[src/rtl/mem_stage_pkg.sv]
// Shared types and constants for the memory-access pipeline stage.
// Holds the FSM encoding, the access-kind enum, byte lanes and control-word bit positions.
package mem_stage_pkg;

  localparam int CTRL_W = 33;

  localparam logic [1:0] S_IDLE = 2'd0;
  localparam logic [1:0] S_LO   = 2'd1;
  localparam logic [1:0] S_HI   = 2'd2;
  localparam logic [1:0] S_DONE = 2'd3;

  typedef enum logic [1:0] {
    ACC_NONE = 2'd0,
    ACC_BYTE = 2'd1,
    ACC_WORD = 2'd2
  } acc_kind_t;

  localparam logic LANE_LO = 1'b0;
  localparam logic LANE_HI = 1'b1;

  // Low bits of the control word carry the fields this stage cares about.
  localparam int CW_REG_ADDR    = 0;
  localparam int CW_MEM_READ_B  = 3;
  localparam int CW_MEM_READ_W  = 4;
  localparam int CW_MEM_WRITE_B = 5;
  localparam int CW_MEM_WRITE_W = 6;
  localparam int CW_FIELDS_W    = 7;

  function automatic logic is_write(input logic wb, input logic ww);
    return wb | ww;
  endfunction

  // Writes win over reads, and word accesses win over byte accesses.
  function automatic acc_kind_t acc_kind(input logic rb, input logic rw,
                                         input logic wb, input logic ww);
    if (wb | ww) return ww ? ACC_WORD : ACC_BYTE;
    if (rb | rw) return rw ? ACC_WORD : ACC_BYTE;
    return ACC_NONE;
  endfunction

endpackage

[src/rtl/ctrl_decode.sv]
// Extracts the address-register select and memory flags from the control word.
// Purely combinational; no latency, no flow control.
module ctrl_decode
  import mem_stage_pkg::*;
(
  input  logic [CW_FIELDS_W-1:0] ctrl_fields,
  output logic [2:0]             reg_addr,
  output logic                   mem_read_b,
  output logic                   mem_read_w,
  output logic                   mem_write_b,
  output logic                   mem_write_w
);

  assign reg_addr    = ctrl_fields[CW_REG_ADDR +: 3];
  assign mem_read_b  = ctrl_fields[CW_MEM_READ_B];
  assign mem_read_w  = ctrl_fields[CW_MEM_READ_W];
  assign mem_write_b = ctrl_fields[CW_MEM_WRITE_B];
  assign mem_write_w = ctrl_fields[CW_MEM_WRITE_W];

endmodule

[src/rtl/mem_stage_byte_xfer.sv]
// One byte transfer on the req/ack bus: lane-selected address/data plus a wait counter with timeout.
// Bus outputs are combinational from the sequencer state; aborts after WAIT_LIMIT ack-less cycles.
module mem_byte_xfer
  import mem_stage_pkg::*;
#(
  parameter int WAIT_LIMIT = 255,
  parameter int CNT_W      = 8
) (
  input  logic        clk,
  input  logic        reset,
  input  logic        active,
  input  logic        lane,
  input  logic        we,
  input  logic [15:0] base_addr,
  input  logic [15:0] data,
  input  logic        bus_ack,
  output logic        bus_req,
  output logic        bus_we,
  output logic [15:0] bus_addr,
  output logic [7:0]  bus_wdata,
  output logic        done,
  output logic        timeout
);

  localparam int LIMIT_M1 = (WAIT_LIMIT == 0) ? 0 : WAIT_LIMIT - 1;
  localparam logic [CNT_W-1:0] LAST_WAIT = LIMIT_M1[CNT_W-1:0];
  localparam logic TIMEOUT_EN = (WAIT_LIMIT != 0);

  logic [CNT_W-1:0] wait_cnt;

  assign bus_req   = active;
  assign bus_we    = active & we;
  assign bus_addr  = !active ? 16'h0000 : (lane == LANE_HI) ? base_addr + 16'd1 : base_addr;
  assign bus_wdata = !active ? 8'h00 : (lane == LANE_HI) ? data[15:8] : data[7:0];
  assign done      = active & bus_ack;

  // Firing on the last ack-less cycle means WAIT_LIMIT request cycles were seen.
  assign timeout = TIMEOUT_EN & active & ~bus_ack & (wait_cnt == LAST_WAIT);

  always_ff @(posedge clk) begin
    if (reset || !active || bus_ack) begin
      wait_cnt <= '0;
    end else if (wait_cnt != {CNT_W{1'b1}}) begin
      wait_cnt <= wait_cnt + 1'b1;
    end
  end

endmodule

[src/rtl/mem_stage.sv]
// Memory stage: does the data-memory access as 1-2 byte transfers and pulses out_valid to writeback.
// Latency 1 (no mem) / 2 (byte) / 3 (word) cycles with immediate acks; in_ready low outside IDLE.
module mem_stage
  import mem_stage_pkg::*;
#(
  parameter int WAIT_LIMIT = 255,
  parameter int CNT_W      = 8
) (
  input  logic        clk,
  input  logic        reset,
  input  logic        in_valid,
  output logic        in_ready,
  input  logic [32:0] control_signals_in,
  input  logic [15:0] imm_in,
  input  logic [15:0] pc_in,
  input  logic [15:0] alu_result_in,
  output logic [2:0]  rf_regAddr,
  input  logic [15:0] rf_addrData,
  output logic        bus_req,
  output logic        bus_we,
  output logic [15:0] bus_addr,
  output logic [7:0]  bus_wdata,
  input  logic [7:0]  bus_rdata,
  input  logic        bus_ack,
  output logic        out_valid,
  output logic [32:0] control_signals_out,
  output logic [15:0] imm_out,
  output logic [15:0] pc_out,
  output logic [15:0] alu_result_out,
  output logic [15:0] mem_rdata_out,
  output logic        bus_err_out
);

  logic [1:0]  state, state_nxt;
  logic [32:0] ctrl_q;
  logic [15:0] imm_q, pc_q, data_q, addr_q;
  logic [7:0]  rdata_lo;
  acc_kind_t   kind_q, in_kind;
  logic        we_q, in_we;

  logic [2:0]  dec_reg_addr;
  logic        dec_rb, dec_rw, dec_wb, dec_ww;
  logic        accept, active, lane, xfer_done, xfer_timeout;
  logic        load_out, from_in, err_nxt;
  logic [15:0] rdata_nxt;

  ctrl_decode u_dec (
    .ctrl_fields (control_signals_in[CW_FIELDS_W-1:0]),
    .reg_addr    (dec_reg_addr),
    .mem_read_b  (dec_rb),
    .mem_read_w  (dec_rw),
    .mem_write_b (dec_wb),
    .mem_write_w (dec_ww)
  );

  assign rf_regAddr = reset ? 3'd0 : dec_reg_addr;
  assign in_ready   = (state == S_IDLE) && !reset;
  assign accept     = in_valid && in_ready;
  assign in_kind    = acc_kind(dec_rb, dec_rw, dec_wb, dec_ww);
  assign in_we      = is_write(dec_wb, dec_ww);
  assign active     = (state == S_LO) || (state == S_HI);
  assign lane       = (state == S_HI) ? LANE_HI : LANE_LO;
  assign out_valid  = (state == S_DONE);

  mem_byte_xfer #(.WAIT_LIMIT(WAIT_LIMIT), .CNT_W(CNT_W)) u_xfer (
    .clk       (clk),
    .reset     (reset),
    .active    (active),
    .lane      (lane),
    .we        (we_q),
    .base_addr (addr_q),
    .data      (data_q),
    .bus_ack   (bus_ack),
    .bus_req   (bus_req),
    .bus_we    (bus_we),
    .bus_addr  (bus_addr),
    .bus_wdata (bus_wdata),
    .done      (xfer_done),
    .timeout   (xfer_timeout)
  );

  // load_out marks the edge into DONE, where the writeback-facing registers update.
  always_comb begin
    state_nxt = state;
    load_out  = 1'b0;
    from_in   = 1'b0;
    err_nxt   = 1'b0;
    rdata_nxt = 16'h0000;
    case (state)
      S_IDLE: begin
        if (accept) begin
          if (in_kind == ACC_NONE) begin
            state_nxt = S_DONE;
            load_out  = 1'b1;
            from_in   = 1'b1;
          end else begin
            state_nxt = S_LO;
          end
        end
      end
      S_LO: begin
        if (xfer_done) begin
          if (kind_q == ACC_WORD) begin
            state_nxt = S_HI;
          end else begin
            state_nxt = S_DONE;
            load_out  = 1'b1;
            rdata_nxt = we_q ? 16'h0000 : {8'h00, bus_rdata};
          end
        end else if (xfer_timeout) begin
          state_nxt = S_DONE;
          load_out  = 1'b1;
          err_nxt   = 1'b1;
        end
      end
      S_HI: begin
        if (xfer_done) begin
          state_nxt = S_DONE;
          load_out  = 1'b1;
          rdata_nxt = we_q ? 16'h0000 : {bus_rdata, rdata_lo};
        end else if (xfer_timeout) begin
          state_nxt = S_DONE;
          load_out  = 1'b1;
          err_nxt   = 1'b1;
        end
      end
      default: state_nxt = S_IDLE;
    endcase
  end

  always_ff @(posedge clk) begin
    if (reset) begin
      state               <= S_IDLE;
      ctrl_q              <= '0;
      imm_q               <= '0;
      pc_q                <= '0;
      data_q              <= '0;
      addr_q              <= '0;
      kind_q              <= ACC_NONE;
      we_q                <= 1'b0;
      rdata_lo            <= '0;
      control_signals_out <= '0;
      imm_out             <= '0;
      pc_out              <= '0;
      alu_result_out      <= '0;
      mem_rdata_out       <= '0;
      bus_err_out         <= 1'b0;
    end else begin
      state <= state_nxt;
      if (accept) begin
        ctrl_q <= control_signals_in;
        imm_q  <= imm_in;
        pc_q   <= pc_in;
        data_q <= alu_result_in;
        addr_q <= rf_addrData;
        kind_q <= in_kind;
        we_q   <= in_we;
      end
      if (state == S_LO && xfer_done) rdata_lo <= bus_rdata;
      if (load_out) begin
        control_signals_out <= from_in ? control_signals_in : ctrl_q;
        imm_out             <= from_in ? imm_in : imm_q;
        pc_out              <= from_in ? pc_in : pc_q;
        alu_result_out      <= from_in ? alu_result_in : data_q;
        mem_rdata_out       <= rdata_nxt;
        bus_err_out         <= err_nxt;
      end
    end
  end

endmodule

[config.mk]
export PLATFORM = sky130hd
export DESIGN_NAME = mem_stage
export DESIGN_NICKNAME = d
export VERILOG_FILES = /design/src/rtl/mem_stage_pkg.sv /design/src/rtl/ctrl_decode.sv /design/src/rtl/mem_stage_byte_xfer.sv /design/src/rtl/mem_stage.sv
export SDC_FILE = /design/constraint.sdc
export NUM_CORES = 1
export LEC_CHECK = 0
export ABC_AREA = 1
export CAP_MARGIN = 30
export CORE_MARGIN = 1
export CORE_UTILIZATION = 40
export CTS_BUF_LIST = sky130_fd_sc_hd__clkbuf_8
export CTS_CLUSTER_SIZE = 14
export DETAILED_ROUTE_END_ITERATION = 12
export PLACE_DENSITY_LB_ADDON = 0.05
export SLEW_MARGIN = 20
export SYNTH_ARGS = -nofsm -noshare
export SYNTH_HDL_FRONTEND = slang
export SYNTH_SLANG_ARGS = --single-unit
[constraint.sdc]
create_clock -name clk -period 3.7 [get_ports clk]
set_input_delay 0.74 -clock clk [delete_from_list [all_inputs] [get_ports clk]]
set_output_delay 0.74 -clock clk [all_outputs]
set_load 0.01 [all_outputs]
==> results.md <==
- Status: finished clean
- Post-Synth Adder-Cell Area: less than 1%
- Via-per-instance ratio: 4.85
- Total Wirelength: 29.6 mm
- Syn_area_per_cell: 6.57 um^2
- Largest family of logic cells by synthesized area: simple AND/OR/NAND/NOR gates
- Synth area leaders: dfxtp_1 (43%), nor2_1 (14%), nand3_1 (9.3%), inv_1 (7.1%), o21ai_0 (6.7%)
- Num ports: 238
- Setup ws final: 258 ps
- Initial antenna violation count: 1
- Ant. Diodes: 0
- Core area: around 0.025 mm^2
- Crit path kind: flop to primary output
- Multiplexer area fraction after synthesis: 0%
- Cell count after synthesis: 1539
- Setup WS pre-CTS: slightly below 700 ps
- Final #Nets: 1851
- Drt first pass iters: 5
- Synth Area in Simple Gates: 34.1%
- Pins Over Slew Limit: 0
- Post-synth top area cell: dfxtp_1
- Leakage: between 5 and 6 nW
- P_int: 5.12 mW
- Async SR Flop Fraction: 0%
- PD cells: 574 mW/mm^2
- Worst hold path type: flop to flop
- Skew-Pair Late Insertion Delay: around 520 ps
- Number of synthesized flops with an enable pin: 0
- Data arrival, critical path: 2700 ps
- Vias in the first global route: 9455
- Final setup fails: 0
- Min cycle time layout: 3440 ps
- Via count: 10.1k
- Synth top cells by count: nor2_1 (375), dfxtp_1 (216), inv_1 (190)
- CP delay by family, top: simple AND/OR/NAND/NOR gates
- Htree depth: 2
- Worst setup SP type: flop
- Max incr delay on CP: 550 ps
- Gr usage total: ~23%
- First-pass GRT wire length: 48.0 mm
- CP max-delay cell: clkdlybuf4s50_1
- DR DRC count: 0
- Die X: ~160 um
- Endpoints failing hold: 0
- Comb power frac: between 30% and 40%
- Total global routing overflow: 0
- Bufs on Longest Clock Path: 3
- Post-Synth XOR/XNOR Area: 0.433%
- Root buf cell: clkbuf_8
- Area Growth Syn to Fin: 33.2%
- Maxcap violations: 0
- Top_reg_cell synth: dfxtp_1
- Number of buffers and inverters on the critical path: 2
- Slew margin rel.: about 47%
- Crit path top cell by count: nand2_1
- Yosys warns: 0
- Routed Antenna Nets: 0
- Final Hold Slack: 448 ps
- TritonCTS clock tree: built
- Critical-path cell list: inv_1 > ha_1 > nand2_1 > nor2_2 > nand2_1 > nor2_1 > nand2_1 > nor2_4 > o21ai_0 > nor2_1 > clkdlybuf4s50_1
- Worst Skew: 16.4 ps
- Gp weighted congestion: 0.814
- Top cell type's share of synthesized area: 42.8%
- Setup TNS: 0 ps
- Peak VDD IR: ~0.40 mV
- Layout Utilization: 54.9%
- Synth unique cells: 32
- Detailed placement HPWL: 19.2 mm
- CTS sink cnt: 216
- Crit-path max FO: 6
- Seq/Total Area, Yosys: 42.8%
- Worst-Margin Slew: a little under 800 ps
- Power, Total: around 7.7 mW
- Port Buffers: 237
- Fmax: 290 MHz
- Largest net degree at the start of global routing: 168
- Share of cells above drive strength 1: under 10%
- Die height: 161 um
- WP data required: 2960 ps
- Switching share of power: around a third
- Sw Pwr: 2.61 mW
- Unrepaired setup endpoints after global routing: no
- Synth Area in Compound Gates: 9.85%
- Worst-path clk slew: 60 ps
- Cell Area, Synth: 0.0101 mm^2
- Num rows: 57
- DR WL/cell: between 10 and 15 um
- Hold Buf Count CTS: 0
- Clock power share: 28.2%
- Mapped Nets: 1656
- Die area: 0.0259 mm^2
- Most common cell in the netlist: nor2_1
- Crit share post-route: between 90% and 100%
- CTS buffer count: 39
- Initial Util: approximately two fifths
- Worst setup EP type: primary output
- Share of power burned in registers: 39.2%
- DR iter-0 viols: around 600
- Register bit count reported by yosys: 216
## power by group through the flow
stage / logic (mW) / registers [mW] / clock network (mW)
final: 2.52 / 3.03 / 2.18
after global routing: 2.83 / 3.09 / 2.36
after CTS: 2.54 / 3.03 / 2.25
after detailed placement: 2.53 / 3.08 / 0
after global placement: 2.52 / 3.07 / 0
after floorplan: 1.40 / 3.14 / 0
## metal layers
metal | wire length, um | track usage, %
met4 | 595 | 6.22
met1 | 13500 | 29.0
met5 | 0 | 0
met3 | 1840 | 5.32
met2 | 13600 | 38.0
## placed cells by master, fill, tap and decap left out
master | Yosys | layout
a211oi_1 | 1 | 1
a21oi_1 | 50 | 50
a21oi_4 | 1 | 1
a311oi_1 | 1 | 1
a31oi_1 | 1 | 1
buf_12 | 0 | 8
buf_4 | 6 | 11
clkbuf_8 | 0 | 50
clkdlybuf4s50_1 | 0 | 237
clkinv_1 | 3 | 2
clkinv_2 | 0 | 3
dfxtp_1 | 216 | 216
ha_1 | 8 | 7
ha_2 | 0 | 1
inv_1 | 190 | 204
inv_2 | 4 | 4
inv_6 | 0 | 1
nand2_1 | 173 | 173
nand2_2 | 4 | 2
nand2_4 | 0 | 1
nand2_8 | 0 | 1
nand3_1 | 188 | 188
nand3_2 | 1 | 1
nand3b_1 | 8 | 8
nand4_1 | 9 | 9
nor2_1 | 375 | 372
nor2_2 | 1 | 3
nor2_4 | 1 | 2
nor3_1 | 57 | 57
o21a_1 | 1 | 1
o21ai_0 | 136 | 136
o21ai_1 | 1 | 1
o22ai_1 | 1 | 1
o31ai_1 | 1 | 1
xnor2_1 | 3 | 3
xor2_1 | 2 | 2
## flip-flops by register name, summed over array words and instances, names as in the netlist
register / cells
control_signals_out: 33
ctrl_q: 33
addr_q: 16
alu_result_out: 16
data_q: 16
imm_out: 16
imm_q: 16
mem_rdata_out: 16
pc_out: 16
pc_q: 16
rdata_lo: 8
u_xfer.wait_cnt: 8
kind_q: 2
state: 2
bus_err_out: 1
we_q: 1
## cell type report
type | instances | area [um^2]
Clock buffer | 50 | 688
Inverter | 197 | 746
Multi-Input combinational cell | 1024 | 4630
Fill cell | 2471 | 11100
Sequential cell | 216 | 4320
Clock inverter | 17 | 66.3
Tap cell | 324 | 405
Timing Repair Buffer | 256 | 2620
## per-stage QoR
stage	instance area (um^2)	instances
global placement	12700	2017
finish	13500	2084
floorplan	10100	1539
global route	13500	2084
CTS	13500	2084
detailed placement	12700	2017
## cells by family after synthesis
family,after synthesis
adder cells (fa/ha/maj),8
buffers and inverters,299
AO/OA/AOI/OAI,194
AND/OR/NAND/NOR,817
XOR/XNOR,5
flip-flops,216
## what timing repair did
action                                  4_1_cts  5_1_grt
setup buffers                                 0        0
gates resized for setup                       0        5
endpoints found under the setup margin        0        7
## worst paths after layout
path | from | slack (ps) | to | cells past startpoint
min | rdata_lo[6]$_SDFFE_PP0P_ | 450 | rdata_lo[6]$_SDFFE_PP0P_ | 2
max reg2reg | state[0]$_SDFFE_PP0P_ | 920 | pc_out[12]$_SDFFE_PP0P_ | 13
max | state[0]$_SDFFE_PP0P_ | 260 | bus_addr[11] | 11
min reg2reg | rdata_lo[6]$_SDFFE_PP0P_ | 450 | rdata_lo[6]$_SDFFE_PP0P_ | 2
## worst reg2reg max path, stage by stage, from the launching register on
cell,delay [ps]
dfxtp_1,440
inv_1,110
ha_2,490
buf_4,240
inv_2,70
nor2_1,140
nand3_1,150
nand2_1,110
nand2_2,100
nand2_4,210
buf_4,340
nand3_1,140
nand2_1,90
nor2_1,40
Note: power is estimated with default switching activity, not from simulation.
